--- src/rtl/dmem_arb_pkg.sv ---
// Shared types and default widths for the data-memory arbiter.
// State/owner enums plus the starvation-counter width helper.
package dmem_arb_pkg;

    localparam int ADDR_W_DEF       = 32;
    localparam int DATA_W_DEF       = 32;
    localparam int STARVE_LIMIT_DEF = 3;

    typedef enum logic [1:0] {
        IDLE = 2'd0,
        BUSY = 2'd1,
        DONE = 2'd2
    } state_t;

    typedef enum logic {
        OWN_CPU = 1'b0,
        OWN_DBG = 1'b1
    } owner_t;

    // A zero limit still needs a 1-bit counter so the port widths stay legal.
    function automatic int starve_cnt_w(input int limit);
        return (limit < 1) ? 1 : $clog2(limit + 1);
    endfunction

endpackage

--- src/rtl/dmem_arbiter_if.sv ---
// CPU, debug and memory-side signals of the data-memory arbiter.
// slave = arbiter view, master = surrounding pipeline/debug/memory view.
interface dmem_arbiter_if
    import dmem_arb_pkg::*;
#(
    parameter int ADDR_W = ADDR_W_DEF,
    parameter int DATA_W = DATA_W_DEF
);

    logic              cpu_req_i;
    logic              cpu_we_i;
    logic [ADDR_W-1:0] cpu_addr_i;
    logic [DATA_W-1:0] cpu_wdata_i;
    logic [DATA_W-1:0] cpu_rdata_o;
    logic              cpu_stall_o;

    logic              dbg_req_i;
    logic              dbg_we_i;
    logic [ADDR_W-1:0] dbg_addr_i;
    logic [DATA_W-1:0] dbg_wdata_i;
    logic              dbg_gnt_o;
    logic              dbg_done_o;
    logic [DATA_W-1:0] dbg_rdata_o;

    logic              mem_en_o;
    logic              mem_we_o;
    logic [ADDR_W-3:0] mem_addr_o;
    logic [DATA_W-1:0] mem_wdata_o;
    logic [DATA_W-1:0] mem_rdata_i;
    logic              mem_ack_i;

    modport slave (
        input  cpu_req_i, cpu_we_i, cpu_addr_i, cpu_wdata_i,
        output cpu_rdata_o, cpu_stall_o,
        input  dbg_req_i, dbg_we_i, dbg_addr_i, dbg_wdata_i,
        output dbg_gnt_o, dbg_done_o, dbg_rdata_o,
        output mem_en_o, mem_we_o, mem_addr_o, mem_wdata_o,
        input  mem_rdata_i, mem_ack_i
    );

    modport master (
        output cpu_req_i, cpu_we_i, cpu_addr_i, cpu_wdata_i,
        input  cpu_rdata_o, cpu_stall_o,
        output dbg_req_i, dbg_we_i, dbg_addr_i, dbg_wdata_i,
        input  dbg_gnt_o, dbg_done_o, dbg_rdata_o,
        input  mem_en_o, mem_we_o, mem_addr_o, mem_wdata_o,
        output mem_rdata_i, mem_ack_i
    );

endinterface

--- src/rtl/dmem_arb_starve_ctr.sv ---
// Saturating count of CPU grants taken while debug waits; clear wins over inc.
// o_limit is a registered compare, so it reflects grants from earlier cycles only.
module dmem_arb_starve_ctr
    import dmem_arb_pkg::*;
#(
    parameter int LIMIT = STARVE_LIMIT_DEF
) (
    input  logic i_clk,
    input  logic i_rst_n,
    input  logic i_inc,
    input  logic i_clr,
    output logic o_limit
);

    localparam int            CW  = starve_cnt_w(LIMIT);
    localparam logic [CW-1:0] LIM = CW'(LIMIT);

    logic [CW-1:0] r_cnt;

    always_ff @(posedge i_clk or negedge i_rst_n) begin
        if (!i_rst_n) begin
            r_cnt <= '0;
        end else if (i_clr) begin
            r_cnt <= '0;
        end else if (i_inc && (r_cnt < LIM)) begin
            r_cnt <= r_cnt + 1'b1;
        end
    end

    assign o_limit = (r_cnt >= LIM);

endmodule

--- src/rtl/dmem_arbiter.sv ---
// Shares one data-memory port between the CPU MEM stage and a debug port; 3+ cycles per access.
// CPU has fixed priority; the starvation counter hands debug the port after STARVE_LIMIT CPU wins.
module dmem_arbiter
    import dmem_arb_pkg::*;
#(
    parameter int ADDR_W       = ADDR_W_DEF,
    parameter int DATA_W       = DATA_W_DEF,
    parameter int STARVE_LIMIT = STARVE_LIMIT_DEF
) (
    input  logic           clk_i,
    input  logic           rst_i,
    dmem_arbiter_if.slave  bus
);

    state_t            r_state;
    state_t            w_state_nxt;
    owner_t            r_owner;
    logic              r_we;
    logic [ADDR_W-3:0] r_addr;
    logic [DATA_W-1:0] r_wdata;
    logic [DATA_W-1:0] r_cpu_rdata;
    logic [DATA_W-1:0] r_dbg_rdata;

    logic w_limit;
    logic w_dbg_win;
    logic w_cpu_win;
    logic w_rd_ack;
    logic w_unused_addr_lsbs;

    assign w_unused_addr_lsbs = ^{bus.cpu_addr_i[1:0], bus.dbg_addr_i[1:0]};

    // Debug takes the port when the CPU is absent or has used up its starvation budget.
    assign w_dbg_win = (r_state == IDLE) && bus.dbg_req_i && (!bus.cpu_req_i || w_limit);
    assign w_cpu_win = (r_state == IDLE) && bus.cpu_req_i && !w_dbg_win;
    assign w_rd_ack  = (r_state == BUSY) && bus.mem_ack_i && !r_we;

    dmem_arb_starve_ctr #(
        .LIMIT   (STARVE_LIMIT)
    ) u_starve_ctr (
        .i_clk   (clk_i),
        .i_rst_n (rst_i),
        .i_inc   (w_cpu_win && bus.dbg_req_i),
        .i_clr   (w_dbg_win),
        .o_limit (w_limit)
    );

    always_ff @(posedge clk_i or negedge rst_i) begin
        if (!rst_i) begin
            r_state <= IDLE;
        end else begin
            r_state <= w_state_nxt;
        end
    end

    always_comb begin
        w_state_nxt = r_state;
        unique case (r_state)
            IDLE:    if (w_cpu_win || w_dbg_win) w_state_nxt = BUSY;
            BUSY:    if (bus.mem_ack_i)          w_state_nxt = DONE;
            DONE:    w_state_nxt = IDLE;
            default: w_state_nxt = IDLE;
        endcase
    end

    always_comb begin
        bus.mem_en_o    = 1'b0;
        bus.mem_we_o    = 1'b0;
        bus.mem_addr_o  = '0;
        bus.mem_wdata_o = '0;
        bus.dbg_gnt_o   = 1'b0;
        bus.dbg_done_o  = 1'b0;
        unique case (r_state)
            IDLE: bus.dbg_gnt_o = w_dbg_win;
            BUSY: begin
                bus.mem_en_o    = 1'b1;
                bus.mem_we_o    = r_we;
                bus.mem_addr_o  = r_addr;
                bus.mem_wdata_o = r_wdata;
            end
            DONE:    bus.dbg_done_o = (r_owner == OWN_DBG);
            default: ;
        endcase
    end

    // Combinational so the pipeline freezes in the same cycle the request appears.
    assign bus.cpu_stall_o = bus.cpu_req_i && !((r_state == DONE) && (r_owner == OWN_CPU));
    assign bus.cpu_rdata_o = r_cpu_rdata;
    assign bus.dbg_rdata_o = r_dbg_rdata;

    always_ff @(posedge clk_i or negedge rst_i) begin
        if (!rst_i) begin
            r_owner <= OWN_CPU;
            r_we    <= 1'b0;
            r_addr  <= '0;
            r_wdata <= '0;
        end else if (w_dbg_win) begin
            r_owner <= OWN_DBG;
            r_we    <= bus.dbg_we_i;
            r_addr  <= bus.dbg_addr_i[ADDR_W-1:2];
            r_wdata <= bus.dbg_wdata_i;
        end else if (w_cpu_win) begin
            r_owner <= OWN_CPU;
            r_we    <= bus.cpu_we_i;
            r_addr  <= bus.cpu_addr_i[ADDR_W-1:2];
            r_wdata <= bus.cpu_wdata_i;
        end
    end

    // Only reads refresh the owner's data register; writes leave the last load visible.
    always_ff @(posedge clk_i or negedge rst_i) begin
        if (!rst_i) begin
            r_cpu_rdata <= '0;
            r_dbg_rdata <= '0;
        end else if (w_rd_ack) begin
            if (r_owner == OWN_CPU) begin
                r_cpu_rdata <= bus.mem_rdata_i;
            end else begin
                r_dbg_rdata <= bus.mem_rdata_i;
            end
        end
    end

endmodule
--- src/flat_wrapper.sv ---
// flat-port wrapper written by rule: the top's interface ports become plain ports
module dmem_arbiter_flat import dmem_arb_pkg::*;
#(
    parameter int ADDR_W       = ADDR_W_DEF,
    parameter int DATA_W       = DATA_W_DEF,
    parameter int STARVE_LIMIT = STARVE_LIMIT_DEF
)
  (clk_i, rst_i, bus_cpu_req_i, bus_cpu_we_i, bus_cpu_addr_i, bus_cpu_wdata_i, bus_cpu_rdata_o, bus_cpu_stall_o, bus_dbg_req_i, bus_dbg_we_i, bus_dbg_addr_i, bus_dbg_wdata_i, bus_dbg_gnt_o, bus_dbg_done_o, bus_dbg_rdata_o, bus_mem_en_o, bus_mem_we_o, bus_mem_addr_o, bus_mem_wdata_o, bus_mem_rdata_i, bus_mem_ack_i);
  dmem_arbiter_if #(.ADDR_W(ADDR_W), .DATA_W(DATA_W)) bus_i ();
  input  logic clk_i;
  input  logic rst_i;
  input wire logic [$bits(bus_i.cpu_req_i)-1:0] bus_cpu_req_i;
  input wire logic [$bits(bus_i.cpu_we_i)-1:0] bus_cpu_we_i;
  input wire logic [$bits(bus_i.cpu_addr_i)-1:0] bus_cpu_addr_i;
  input wire logic [$bits(bus_i.cpu_wdata_i)-1:0] bus_cpu_wdata_i;
  output wire logic [$bits(bus_i.cpu_rdata_o)-1:0] bus_cpu_rdata_o;
  output wire logic [$bits(bus_i.cpu_stall_o)-1:0] bus_cpu_stall_o;
  input wire logic [$bits(bus_i.dbg_req_i)-1:0] bus_dbg_req_i;
  input wire logic [$bits(bus_i.dbg_we_i)-1:0] bus_dbg_we_i;
  input wire logic [$bits(bus_i.dbg_addr_i)-1:0] bus_dbg_addr_i;
  input wire logic [$bits(bus_i.dbg_wdata_i)-1:0] bus_dbg_wdata_i;
  output wire logic [$bits(bus_i.dbg_gnt_o)-1:0] bus_dbg_gnt_o;
  output wire logic [$bits(bus_i.dbg_done_o)-1:0] bus_dbg_done_o;
  output wire logic [$bits(bus_i.dbg_rdata_o)-1:0] bus_dbg_rdata_o;
  output wire logic [$bits(bus_i.mem_en_o)-1:0] bus_mem_en_o;
  output wire logic [$bits(bus_i.mem_we_o)-1:0] bus_mem_we_o;
  output wire logic [$bits(bus_i.mem_addr_o)-1:0] bus_mem_addr_o;
  output wire logic [$bits(bus_i.mem_wdata_o)-1:0] bus_mem_wdata_o;
  input wire logic [$bits(bus_i.mem_rdata_i)-1:0] bus_mem_rdata_i;
  input wire logic [$bits(bus_i.mem_ack_i)-1:0] bus_mem_ack_i;
  assign bus_i.cpu_req_i = bus_cpu_req_i;
  assign bus_i.cpu_we_i = bus_cpu_we_i;
  assign bus_i.cpu_addr_i = bus_cpu_addr_i;
  assign bus_i.cpu_wdata_i = bus_cpu_wdata_i;
  assign bus_cpu_rdata_o = bus_i.cpu_rdata_o;
  assign bus_cpu_stall_o = bus_i.cpu_stall_o;
  assign bus_i.dbg_req_i = bus_dbg_req_i;
  assign bus_i.dbg_we_i = bus_dbg_we_i;
  assign bus_i.dbg_addr_i = bus_dbg_addr_i;
  assign bus_i.dbg_wdata_i = bus_dbg_wdata_i;
  assign bus_dbg_gnt_o = bus_i.dbg_gnt_o;
  assign bus_dbg_done_o = bus_i.dbg_done_o;
  assign bus_dbg_rdata_o = bus_i.dbg_rdata_o;
  assign bus_mem_en_o = bus_i.mem_en_o;
  assign bus_mem_we_o = bus_i.mem_we_o;
  assign bus_mem_addr_o = bus_i.mem_addr_o;
  assign bus_mem_wdata_o = bus_i.mem_wdata_o;
  assign bus_i.mem_rdata_i = bus_mem_rdata_i;
  assign bus_i.mem_ack_i = bus_mem_ack_i;
  dmem_arbiter #(.ADDR_W(ADDR_W), .DATA_W(DATA_W), .STARVE_LIMIT(STARVE_LIMIT)) u_core (.clk_i(clk_i), .rst_i(rst_i), .bus(bus_i));
endmodule
--- config.mk ---
export PLATFORM = sky130hd
export DESIGN_NAME = dmem_arbiter_flat
export DESIGN_NICKNAME = d
export VERILOG_FILES = /design/src/rtl/dmem_arb_pkg.sv /design/src/rtl/dmem_arbiter_if.sv /design/src/rtl/dmem_arb_starve_ctr.sv /design/src/rtl/dmem_arbiter.sv /design/src/flat_wrapper.sv
export SDC_FILE = /design/constraint.sdc
export NUM_CORES = 1
export LEC_CHECK = 0
export ABC_CLOCK_PERIOD_IN_PS = 4500
export BUFFER_PORTS_ARGS = -buffer_cell sky130_fd_sc_hd__buf_2
export CORE_MARGIN = 10
export CORE_UTILIZATION = 40
export CTS_CLUSTER_DIAMETER = 30
export DETAILED_ROUTE_END_ITERATION = 12
export GPL_TIMING_DRIVEN = 1
export PLACE_DENSITY = 0.68
export SETUP_SLACK_MARGIN = 0.2
export SYNTH_ARGS = -nofsm -noshare
export SYNTH_HDL_FRONTEND = slang
export SYNTH_SLANG_ARGS = --single-unit
--- constraint.sdc ---
create_clock -name clk_i -period 4.5 [get_ports clk_i]
set_input_delay 0.225 -clock clk_i [delete_from_list [all_inputs] [get_ports clk_i]]
set_output_delay 0.225 -clock clk_i [all_outputs]
set_load 0.02 [all_outputs]
==> summary.md, run 1 <==
| Metric | Value |
|---|---|
| Share of layout cells above drive strength 1 | 0.4498 |
| HP Class | in2reg |
| Worst clock skew | 12.27 ps |
| Clock transition at the registers of the reported paths | 60 ps |
| Startpoint of the worst setup timing path | u_core.r_state[0] |
| Register-to-Register Path Depth | 5 |
| Sum Neg Setup Slack | 0 ps |
| Worst slew margin relative to its limit | 0.2580 |
| Power density over cell area | 737.9 mW/mm2 |
| Initial Utilization | 0.4049 |
| Arrival time at the worst endpoint | 2270 ps |
| GRT Residual Overflow | 0 |
| Crit Path Class | reg2out |
| IO buf count | 293 |
| Unrepaired setup endpoints after global routing | no |
| Static power due to leakage | 4.368 nW |
| Number of instances resized during post-cts repair | 0 |
| Maximum buffer depth of the clock tree | 2 |
| Synth warn | 0 |
| Remaining routing DRC violations | 0 |
| Wire length of the first global-routing pass | 32660 um |
| Horizontal die dimension | 148.9 um |
| Non-Filler Instances | 1087 |
| Io pins | 298 |
| Remaining antenna violation count after routing | 0 |
| Diode insertion count for antenna repair | 0 |
| Final-report max-slew violation count | 0 |
| Maximum number of pins on one net before global-route repair | 104 |
| CTS buffer count | 17 |
| Final wirelength | 20750 um |
| Count of unique library cells instantiated by Yosys | 22 |
| Final count of negative-setup-slack endpoints | 0 |
| Post-detailed-placement half-perimeter wirelength | 14130 um |
| Biggest fanout along the worst timing path | 65 |
| Launch point of the worst hold path | bus_mem_rdata_i[8] |
| Post-layout utilization of the core | 0.5375 |
| Buffer cell driving the clock tree root | sky130_fd_sc_hd__clkbuf_16 |
| Fraction of the yosys area taken by sequential cells | 0.4973 |
| Req. time, crit path | 4280 ps |
| Worst Setup End Kind | primary output |
| Clock latency of the later-clocked register in the worst-skew pair | 420 ps |
| Die extent in y | 148.9 um |
| Crit share post-route | 0.5553 |
| Flops & latches, synth | 132 |
| Cell area after synthesis | 0.006643 mm2 |
| Average wire length per cell after detail routing | 19.09 um |
| Launch point of the worst reg-to-reg path | u_core.r_state[1] |
| Number of hold buffers added after CTS | 1 |
| Synthesized area per cell | 11.32 um2 |
| Maximum ir drop on the vdd rail | 0.3454 mV |
| Die Footprint | 0.02216 mm2 |
| Final weighted congestion in routability-driven placement | 0.7566 |
| Number of nets in the layout | 1022 |
| 1st-iter DRT viols | 240 |
| Setup crit start kind | flip-flop |
| Number of sinks driven by the clock tree | 132 |
| Maxcap violations | 0 |
| Avg Vias per Cell | 5.161 |
| Number of placement rows | 47 |
| Transition time at the pin with the least slew margin | 1113 ps |
| Hold Crit Depth | 2 |
| Core region area | 0.01641 mm2 |
| Post-CTS setup buffer count | 0 |
| Final critical delay including setup and external delays | 2499 ps |
| Number of instances in the synthesized netlist | 587 |
| All-Layer GR Usage | 0.1849 |
| Drt first pass iters | 4 |
| Synthesized Nets | 755 |
| Number of H-tree branching levels | 4 |
| TritonCTS clock tree | yes |
| Outcome | complete, no violations |
| Via count of the routed design | 5610 |
| Number of antenna violations at the first check in global routing | 2 |
| Count of final hold-check violations | 0 |
| Placed Cells | 1054 |
| Vias in the first global route | 6002 |
| Layout-stage area growth over the synthesis result | 32.76% |
| Achievable clock frequency | 0.4002 GHz |
worst max-delay path, stage by stage, from the launching register on:
cell	delay, ps
sky130_fd_sc_hd__dfrtp_1	420
sky130_fd_sc_hd__nor3b_2	200
sky130_fd_sc_hd__and2_4	910
sky130_fd_sc_hd__buf_2	320
per-stage QoR:
step           total power, W  hold WS [ps]  setup slack [ps]  instance area (um2)
6_report             0.006507         38.54              2001                 8818
5_1_grt              0.006940         32.68              1856                 8818
2_1_floorplan        0.004137        -70.59              2898                 6643
3_5_place_dp         0.005151         423.4              1858                 8203
3_3_place_gp         0.005062         414.9              1976                 8203
4_1_cts              0.006602         19.49              1961                 8818
kinds of logic (layout without fill, tap and decap cells):
family	after synthesis	count (layout)	synth area share
simple gates	139	139	0.1221
mux	65	65	0.1102
buf+inv	120	400	0.07760
compound gates	130	130	0.1910
flops	132	132	0.4973
fa+ha+maj	1	1	0.001883
metal layers:
metal	vias up	routed length, um	GRT usage
met3	25	2162	0.08131
met1	2720	8719	0.2201
met4	2	284	0.05397
met5	-	13	0
met2	250	9573	0.2969
li1	2613	-	-
Yosys cell counts:
cell | count | area [um2]
sky130_fd_sc_hd__inv_1 | 65 | 244.0
sky130_fd_sc_hd__inv_2 | 1 | 3.750
sky130_fd_sc_hd__buf_6 | 6 | 67.56
sky130_fd_sc_hd__o311ai_1 | 13 | 113.9
sky130_fd_sc_hd__buf_2 | 16 | 80.08
sky130_fd_sc_hd__clkbuf_1 | 32 | 120.1
sky130_fd_sc_hd__nor3b_1 | 2 | 15.01
sky130_fd_sc_hd__nor4b_4 | 1 | 23.77
sky130_fd_sc_hd__o21ai_1 | 4 | 20.02
sky130_fd_sc_hd__or2_1 | 2 | 12.51
sky130_fd_sc_hd__and2_1 | 65 | 406.6
sky130_fd_sc_hd__nor2_1 | 2 | 7.510
sky130_fd_sc_hd__mux2_1 | 65 | 732.0
sky130_fd_sc_hd__o31a_1 | 1 | 8.760
sky130_fd_sc_hd__o311ai_2 | 50 | 813.3
sky130_fd_sc_hd__nand2b_1 | 2 | 12.51
sky130_fd_sc_hd__nand4b_1 | 2 | 17.52
sky130_fd_sc_hd__ha_1 | 1 | 12.51
sky130_fd_sc_hd__dfrtp_1 | 132 | 3303
sky130_fd_sc_hd__a21o_1 | 1 | 7.510
sky130_fd_sc_hd__o21ai_0 | 61 | 305.3
sky130_fd_sc_hd__nand3_1 | 63 | 315.3
cell type report:
type / count / area, um2
Timing Repair Buffer: 302 / 1543
Tap cell: 220 / 275.3
Multi-Input combinational cell: 335 / 2844
Inverter: 66 / 247.7
Clock inverter: 14 / 176.4
Sequential cell: 132 / 3303
Clock buffer: 18 / 429.2
Fill cell: 1495 / 7589
path summary, 6_finish.rpt:
kind                                              end  slack [ps]
setup reg to reg            u_core.bus.dbg_rdata_o[4]        2170
max in group asynchronous          u_core.r_wdata[14]        2940
hold reg to reg            u_core.bus.cpu_rdata_o[20]         480
setup / recovery                        bus_dbg_gnt_o        2000
min in group asynchronous          u_core.r_wdata[12]         520
hold / removal              u_core.bus.dbg_rdata_o[8]          40
report_power, final:
part / switching [W] / leakage [nW] / internal (W)
sequential: 0.000266 / 1.60 / 0.00179
clock: 0.000552 / 0.297 / 0.000879
combinational: 0.00189 / 2.47 / 0.00113
total: 0.00271 / 4.37 / 0.00380
registers in the layout, summed over array words and instances (netlist names):
| signal | count |
|---|---|
| u_core.r_state | 2 |
| u_core.r_owner | 1 |
| u_core.r_we | 1 |
| u_core.u_starve_ctr.r_cnt | 2 |
| u_core.bus.dbg_rdata_o | 32 |
| u_core.bus.cpu_rdata_o | 32 |
| u_core.r_wdata | 32 |
| u_core.r_addr | 30 |
cell usage in the layout, fill, tap and decap left out, types with 2 or more instances in the layout:
master / count
sky130_fd_sc_hd__buf_2: 292
sky130_fd_sc_hd__dfrtp_1: 132
sky130_fd_sc_hd__inv_1: 65
sky130_fd_sc_hd__mux2_1: 65
sky130_fd_sc_hd__and2_1: 64
sky130_fd_sc_hd__nand3_1: 63
sky130_fd_sc_hd__o21ai_0: 61
sky130_fd_sc_hd__o311ai_2: 50
sky130_fd_sc_hd__clkbuf_16: 17
sky130_fd_sc_hd__o311ai_1: 13
sky130_fd_sc_hd__buf_4: 8
sky130_fd_sc_hd__o21ai_1: 4
sky130_fd_sc_hd__clkinv_4: 4
sky130_fd_sc_hd__bufinv_16: 3
sky130_fd_sc_hd__clkinv_2: 3
sky130_fd_sc_hd__nand4b_1: 2
sky130_fd_sc_hd__inv_6: 2
Note: power is estimated with default switching activity, not from simulation.
==> run 2: changes to the inputs <==
ABC_AREA = 1   (was default)
ABC_CLOCK_PERIOD_IN_PS = 2050   (was 4500)
PLACE_DENSITY = 0.7   (was 0.68)
clock period = 2.05 ns   (was 4.5 ns; I/O delays follow)
==> summary.md, run 2 <==
| Metric | Value |
|---|---|
| Static power due to leakage | 6.027 nW (+38%) |
| Horizontal die dimension | 149.8 um (+0.62%) |
| Number of nets in the layout | 1485 (+45%) |
| Final wirelength | 23090 um (+11%) |
| Number of enable flip-flop cells after synthesis | 0 (unchanged) |
| TritonCTS clock tree | yes |
| Combinational share of power | 0.477 (+0.012) |
| Sum Neg Setup Slack | 0 ps (unchanged) |
| Setup crit start kind | flip-flop |
| Share of layout cells above drive strength 1 | 0.2744 (-0.1754) |
| Most frequent cells in the layout | sky130_fd_sc_hd__nand2_1 (321), sky130_fd_sc_hd__buf_2 (292), sky130_fd_sc_hd__inv_1 (228), sky130_fd_sc_hd__dfrtp_1 (131), sky130_fd_sc_hd__dlygate4sd3_1 (99) |
| Setup slack of the worst register-to-register path | 330 ps (-1840 ps) |
| Number of H-tree branching levels | 4 (unchanged) |
| Io pins | 298 (unchanged) |
| Count of unique library cells instantiated by Yosys | 20 (-9.1%) |
| Most frequent cell on the critical path | sky130_fd_sc_hd__nor2_4 |
| Count of final hold-check violations | 0 (unchanged) |
| Transition time at the pin with the least slew margin | 522.1 ps (-591.0 ps) |
| Main area contributors after synthesis | sky130_fd_sc_hd__dfrtp_1 (49%), sky130_fd_sc_hd__nand2_1 (18%), sky130_fd_sc_hd__inv_1 (13%), sky130_fd_sc_hd__o21ai_0 (4.9%), sky130_fd_sc_hd__o21ai_1 (3.9%) |
| Final weighted congestion in routability-driven placement | 0.8016 (+5.9%) |
| Number of placement rows | 47 (unchanged) |
| Async set-or-reset flop fraction in the synthesized netlist | 1.000 (unchanged) |
| Chain of cells forming the critical path | nor2_4 -> nand2_2 -> nor2_4 -> buf_12 -> buf_2 |
| Number of antenna violations at the first check in global routing | 4 (+2) |
| Critical path destination | bus_dbg_gnt_o |
| Core region area | 0.01652 mm2 (+0.72%) |
| Overall power after layout | 0.01430 W (+120%) |
| Most frequent cell after synthesis | sky130_fd_sc_hd__nand2_1 |
| Max stage delay on crit path | 440 ps (-470 ps) |
| Final count of negative-setup-slack endpoints | 0 (unchanged) |
| Clock latency of the later-clocked register in the worst-skew pair | 420 ps (about the same) |
| IO buf count | 293 (unchanged) |
| Clock transition at the registers of the reported paths | 60 ps (about the same) |
| Synthesized Nets | 1102 (+46%) |
| Portion of total power attributed to the clock network | 0.202 (-0.018) |
| Area taken by flip-flops and latches | 0.003304 mm2 (about the same) |
| Launch point of the worst reg-to-reg path | u_core.r_state[0] |
| 1st-iter DRT viols | 418 (+74%) |
| Die Footprint | 0.02244 mm2 (+1.3%) |
| Buffer cell driving the clock tree root | sky130_fd_sc_hd__clkbuf_16 |
| Startpoint of the worst setup timing path | u_core.r_state[0] |
| Synth warn | 0 (unchanged) |
| Worst clock skew | 8.128 ps (-4.144 ps) |
| Initial Utilization | 0.4078 (+0.002949) |
| Avg Vias per Cell | 4.440 (-14%) |
| Remaining routing DRC violations | 0 (unchanged) |
| Most common library cell in the layout ignoring fill and taps | sky130_fd_sc_hd__nand2_1 |
| Most area-hungry cell type in the Yosys netlist | sky130_fd_sc_hd__dfrtp_1 |
| GRT Residual Overflow | 0 (unchanged) |
| Worst Setup End Kind | primary output |
| Drt first pass iters | 4 (unchanged) |
| Average wire length per cell after detail routing | 14.84 um (-22%) |
| Switching share of total power | 0.4470 (+0.03033) |
| Maximum ir drop on the vdd rail | 0.6642 mV (+92%) |
| Leading register cell type out of synthesis | sky130_fd_sc_hd__dfrtp_1 |
| Endpoint of the lowest-slack register-to-register path | u_core.bus.dbg_rdata_o[16] |
| Req. time, crit path | 1950 ps (-2330 ps) |
| Maxcap violations | 0 (unchanged) |
| Maximum number of pins on one net before global-route repair | 57 (-45%) |
| CTS buffer count | 17 (unchanged) |
| Internal power | 0.007907 W (+110%) |
| Unrepaired setup endpoints after global routing | yes |
| Final-report max-slew violation count | 0 (unchanged) |
| Synthesized area per cell | 7.215 um2 (-36%) |
| Vias in the first global route | 6952 (+16%) |
| Number of instances in the synthesized netlist | 934 (+59%) |
| Die extent in y | 149.8 um (+0.62%) |
| Power density over cell area | 1427 mW/mm2 (+93%) |
| Fraction of post-synthesis cell area in the top cell type by area | 0.4902 (-0.007109) |
| Remaining antenna violation count after routing | 0 (unchanged) |
| Via count of the routed design | 6908 (+23%) |
| Cell area after synthesis | 0.006739 mm2 (+1.5%) |
| Achievable clock frequency | 0.5403 GHz |
| Maximum buffer depth of the clock tree | 2 (unchanged) |
| HP Class | in2reg |
| Flops & latches, synth | 132 (unchanged) |
| Arrival time at the worst endpoint | 1750 ps (-520 ps) |
| Post-detailed-placement half-perimeter wirelength | 15390 um (+8.9%) |
| Outcome | complete, no violations |
| Final critical delay including setup and external delays | 1851 ps |
| Biggest fanout along the worst timing path | 37 (-43%) |
| Crit Path Class | reg2out |
| All-Layer GR Usage | 0.1985 (+0.01362) |
| Fraction of the yosys area taken by sequential cells | 0.4902 (-0.007109) |
| Footprint of the multi-input gates | 0.002298 mm2 (-19%) |
| Top post-synthesis cells by count | sky130_fd_sc_hd__nand2_1 (322), sky130_fd_sc_hd__inv_1 (229), sky130_fd_sc_hd__dfrtp_1 (132) |
| Worst slew margin relative to its limit | 0.6511 (+0.3931) |
| Layout-stage area growth over the synthesis result | 48.68% |
| Filler Cell Count | 1465 (-2.0%) |
| Seq pwr share | 0.320 (+0.005) |
| Crit share post-route | 0.9029 |
| Net switching power | 0.006391 W (+140%) |
| Crit-path slowest cell | sky130_fd_sc_hd__dfrtp_2 |
| Register-to-Register Path Depth | 7 (+2) |
| Number of sinks driven by the clock tree | 132 (unchanged) |
| Wire length of the first global-routing pass | 35450 um (+8.6%) |
-- run 2: cell families after synthesis --
group,share of synthesized area
simple gates,0.2295
compound gates,0.1058
fa+ha+maj,0.001856
buf+inv,0.1727
flops,0.4902
-- run 2: timing repair --
| action | in CTS | in global routing |
|---|---|---|
| buffers inserted | 2 | 0 |
| gates resized for setup | 6 | 4 |
| hold endpoints to repair | 261 | 0 |
| setup endpoints to repair | 47 | 66 |
| gates cloned | 0 | 1 |
| pin swaps | 1 | 1 |
| hold buffers | 99 | 0 |
-- run 2: critical path, delay by kind of cell, from the launching register on --
| kind | cells | cell delay (ps) |
|---|---|---|
| buffers and inverters | 2 | 400 |
| flip-flops | 1 | 440 |
| AND/OR/NAND/NOR | 3 | 470 |
-- run 2: worst min-delay path by stage --
stage	from	depth (start not counted)	slack [ps]	to
floorplan	rst_i	0	-190	u_core.bus.cpu_rdata_o[0]
global placement	rst_i	1	30	u_core.bus.dbg_rdata_o[5]
detailed placement	rst_i	1	30	u_core.bus.dbg_rdata_o[5]
CTS	bus_cpu_wdata_i[17]	5	6	u_core.r_wdata[17]
global route	bus_cpu_wdata_i[9]	5	40	u_core.r_wdata[9]
finish	bus_cpu_addr_i[14]	5	20	u_core.r_addr[12]
-- run 2: per-stage QoR --
| step | cells | cell area [um2] | hold WS (ps) | utilization | setup WS, ps |
|---|---|---|---|---|---|
| after CTS | 1549 | 9981 | 6.106 | 0.6040 | 172.1 |
| after global placement | 1416 | 8386 | 28.62 | 0.5075 | 337.4 |
| after global routing | 1554 | 10010 | 38.77 | 0.6060 | 109.2 |
| after floorplan | 934 | 6739 | -193.1 | - | 563.8 |
| final | 1556 | 10020 | 20.96 | 0.6063 | 199.1 |
| after detailed placement | 1416 | 8386 | 25.81 | 0.5075 | 301.4 |
-- run 2: final cells by class --
cell class,count,share of cell area
multi-input combinational,529,0.2294
timing repair buffer,407,0.2686
antenna,6,0.001499
inverter,230,0.08666
clock buffer,18,0.04383
clock inverter,14,0.01274
tap,220,0.02747
sequential,132,0.3298
-- run 2: power groups by stage --
stage               Combinational [W]  Clock, W  Sequential (W)
floorplan                     0.00363         0         0.00524
global placement              0.00646         0         0.00454
detailed placement            0.00657         0         0.00458
CTS                           0.00681   0.00297         0.00456
global route                  0.00759   0.00308         0.00473
finish                        0.00682   0.00289         0.00458
-- run 2: metal layers --
metal | GRT usage | part of all wire | routed length (um) | vias up
met2 | 0.3341 | 0.49 | 11410 | 252
met3 | 0.07186 | 0.081 | 1875 | 54
li1 | - | - | - | 3480
met1 | 0.2148 | 0.39 | 8913 | 3122
met4 | 0.1045 | 0.039 | 897 | 0
met5 | 0 | 0 | 0 | -
==> run 3: changes to the inputs <==
CTS_BUF_LIST = sky130_fd_sc_hd__clkbuf_8   (was default)
RECOVER_POWER = 25   (was default)
==> summary.md, run 3 (synthesis gave the netlist of run 2 again) <==
| Metric | Value |
|---|---|
| Initial Utilization | 0.4078 (unchanged) |
| All-Layer GR Usage | 0.2122 (+0.01370) |
| Io pins | 298 (unchanged) |
| Number of nets in the layout | 1537 (+3.5%) |
| Crit Path Class | reg2out |
| Number of H-tree branching levels | 4 (unchanged) |
| Final count of negative-setup-slack endpoints | 0 (unchanged) |
| HP Class | in2reg |
| Setup crit start kind | flip-flop |
| Share of layout cells above drive strength 1 | 0.2692 (-0.005261) |
| Chain of cells forming the critical path | inv_2 -> nor2_4 -> inv_6 -> buf_12 -> nor2_1 -> buf_4 |
| Outcome | complete, no violations |
| Layout-stage area growth over the synthesis result | 54.03% |
| Average wire length per cell after detail routing | 15.30 um (+3.1%) |
| Filler Cell Count | 1374 (-6.2%) |
| Final weighted congestion in routability-driven placement | 0.8016 (unchanged) |
| Die extent in y | 149.8 um (unchanged) |
| Remaining antenna violation count after routing | 0 (unchanged) |
| Footprint of the multi-input gates | 0.002306 mm2 (+0.33%) |
| Drt first pass iters | 4 (unchanged) |
| Sum Neg Setup Slack | 0 ps (unchanged) |
| Worst slew margin relative to its limit | 0.3830 (-0.2680) |
| Clock transition at the registers of the reported paths | 80 ps (+20 ps) |
| TritonCTS clock tree | yes |
| Maximum number of pins on one net before global-route repair | 57 (unchanged) |
| Final critical delay including setup and external delays | 1741 ps (-109.6 ps) |
| Cell family with most CP delay | buffers and inverters |
| Transition time at the pin with the least slew margin | 925.4 ps (+403.3 ps) |
| Number of placement rows | 47 (unchanged) |
| Vias in the first global route | 7459 (+7.3%) |
| Unrepaired setup endpoints after global routing | no |
| Core region area | 0.01652 mm2 (unchanged) |
| Wire length of the first global-routing pass | 37730 um (+6.4%) |
| Power density over cell area | 1325 mW/mm2 (-7.2%) |
| Final wirelength | 24560 um (+6.4%) |
| Die Footprint | 0.02244 mm2 (unchanged) |
| Maxcap violations | 0 (unchanged) |
| GRT Residual Overflow | 0 (unchanged) |
| Count of final hold-check violations | 0 (unchanged) |
| Avg Vias per Cell | 4.514 (+1.7%) |
| Via count of the routed design | 7249 (+4.9%) |
| Final-report max-slew violation count | 0 (unchanged) |
| Maximum buffer depth of the clock tree | 2 (unchanged) |
| Maximum ir drop on the vdd rail | 0.6443 mV (-3.0%) |
| Number of sinks driven by the clock tree | 132 (unchanged) |
| Worst clock skew | 8.430 ps (+0.3028 ps) |
| Hold_ws | 33.13 ps (+12.17 ps) |
| Clock latency of the later-clocked register in the worst-skew pair | 440 ps (+20 ps) |
| Remaining routing DRC violations | 0 (unchanged) |
| Crit-path slowest cell | sky130_fd_sc_hd__dfrtp_2 |
| Biggest fanout along the worst timing path | 24 (-35%) |
| 1st-iter DRT viols | 444 (+6.2%) |
| Buf+Inv Stages, Crit Path | 4 (+2) |
| Arrival time at the worst endpoint | 1640 ps (-110 ps) |
| Most common library cell in the layout ignoring fill and taps | sky130_fd_sc_hd__nand2_1 |
| Post-detailed-placement half-perimeter wirelength | 15390 um (unchanged) |
| Achievable clock frequency | 0.5743 GHz (+6.3%) |
| Most frequent cells in the layout | sky130_fd_sc_hd__nand2_1 (321), sky130_fd_sc_hd__buf_2 (282), sky130_fd_sc_hd__inv_1 (227), sky130_fd_sc_hd__dlygate4sd3_1 (148), sky130_fd_sc_hd__dfrtp_1 (131) |
| IO buf count | 293 (unchanged) |
| Area taken by flip-flops and latches | 0.003304 mm2 (unchanged) |
| Horizontal die dimension | 149.8 um (unchanged) |
| Crit share post-route | 0.8494 (-0.05346) |
| Req. time, crit path | 1950 ps (about the same) |
| Number of antenna violations at the first check in global routing | 4 (unchanged) |
| Static power due to leakage | 6.167 nW (+2.3%) |
| CTS buffer count | 17 (unchanged) |
| Buffer cell driving the clock tree root | sky130_fd_sc_hd__clkbuf_8 |
| Worst Setup End Kind | primary output |
| Max stage delay on crit path | 410 ps (-30 ps) |
[run 3: power breakdown]
part / total, W / internal, W / switching [W]
Combinational: 0.00708 / 0.00247 / 0.00460
Sequential: 0.00457 / 0.00388 / 0.000691
Clock: 0.00210 / 0.00100 / 0.00110
[run 3: layout make-up]
type | instances | share of cell area
clock inverters | 14 | 0.01229
diodes | 4 | 0.0009643
multi-input cells | 529 | 0.2222
repair buffers | 459 | 0.3122
inverters | 230 | 0.08365
clock buffers | 18 | 0.02387
well taps | 220 | 0.02652
flip-flops and latches | 132 | 0.3183
[run 3: worst reg2reg max path, stage by stage, from the launching register on]
cell and delay, ps:
sky130_fd_sc_hd__dfrtp_2 410, sky130_fd_sc_hd__inv_2 60, sky130_fd_sc_hd__nor2_4 150, sky130_fd_sc_hd__buf_4 190
sky130_fd_sc_hd__nand4_4 310, sky130_fd_sc_hd__buf_12 330, sky130_fd_sc_hd__nand2_1 90, sky130_fd_sc_hd__o21ai_1 60
[run 3: worst paths after layout]
check / end / slack [ps] / cells after the start / startpoint
hold / removal: u_core.r_wdata[7] / 30 / 5 / bus_cpu_wdata_i[7]
setup reg to reg: u_core.bus.dbg_rdata_o[29] / 340 / 7 / u_core.r_state[0]
setup / recovery: bus_mem_we_o / 310 / 6 / u_core.r_state[0]
min in group asynchronous: u_core.bus.cpu_rdata_o[5] / 330 / 2 / rst_i
max in group asynchronous: u_core.bus.cpu_rdata_o[23] / 470 / 3 / rst_i
hold reg to reg: u_core.r_addr[23] / 480 / 2 / u_core.r_addr[23]
[run 3: stage by stage]
step           std cells  power [W]  worst slack [ps]  utilization  cell area, um2
4_1_cts             1600    0.01367             202.6       0.6250           10330
3_3_place_gp        1416    0.01099             337.4       0.5075            8386
6_report            1606    0.01375             308.7       0.6282           10380
2_1_floorplan        934   0.008865             563.8            -            6739
5_1_grt             1606    0.01483             189.7       0.6282           10380
3_5_place_dp        1416    0.01115             301.4       0.5075            8386
[run 3: per-layer routing]
metal  routed length (um)  vias up  track usage
met3                 2064       78      0.07579
met5                    0        -            0
met4                 1095        0       0.1288
met2                12140      320       0.3523
li1                     -     3572            -
met1                 9260     3279       0.2278
[run 3: repair_timing]
action,4_1_cts,5_1_grt
setup buffers,3,1
pin swaps,3,1
endpoints found under the setup margin,49,66
endpoints found under the hold margin,261,0
hold buffers,148,0
gates cloned,1,1
resized for setup,8,17
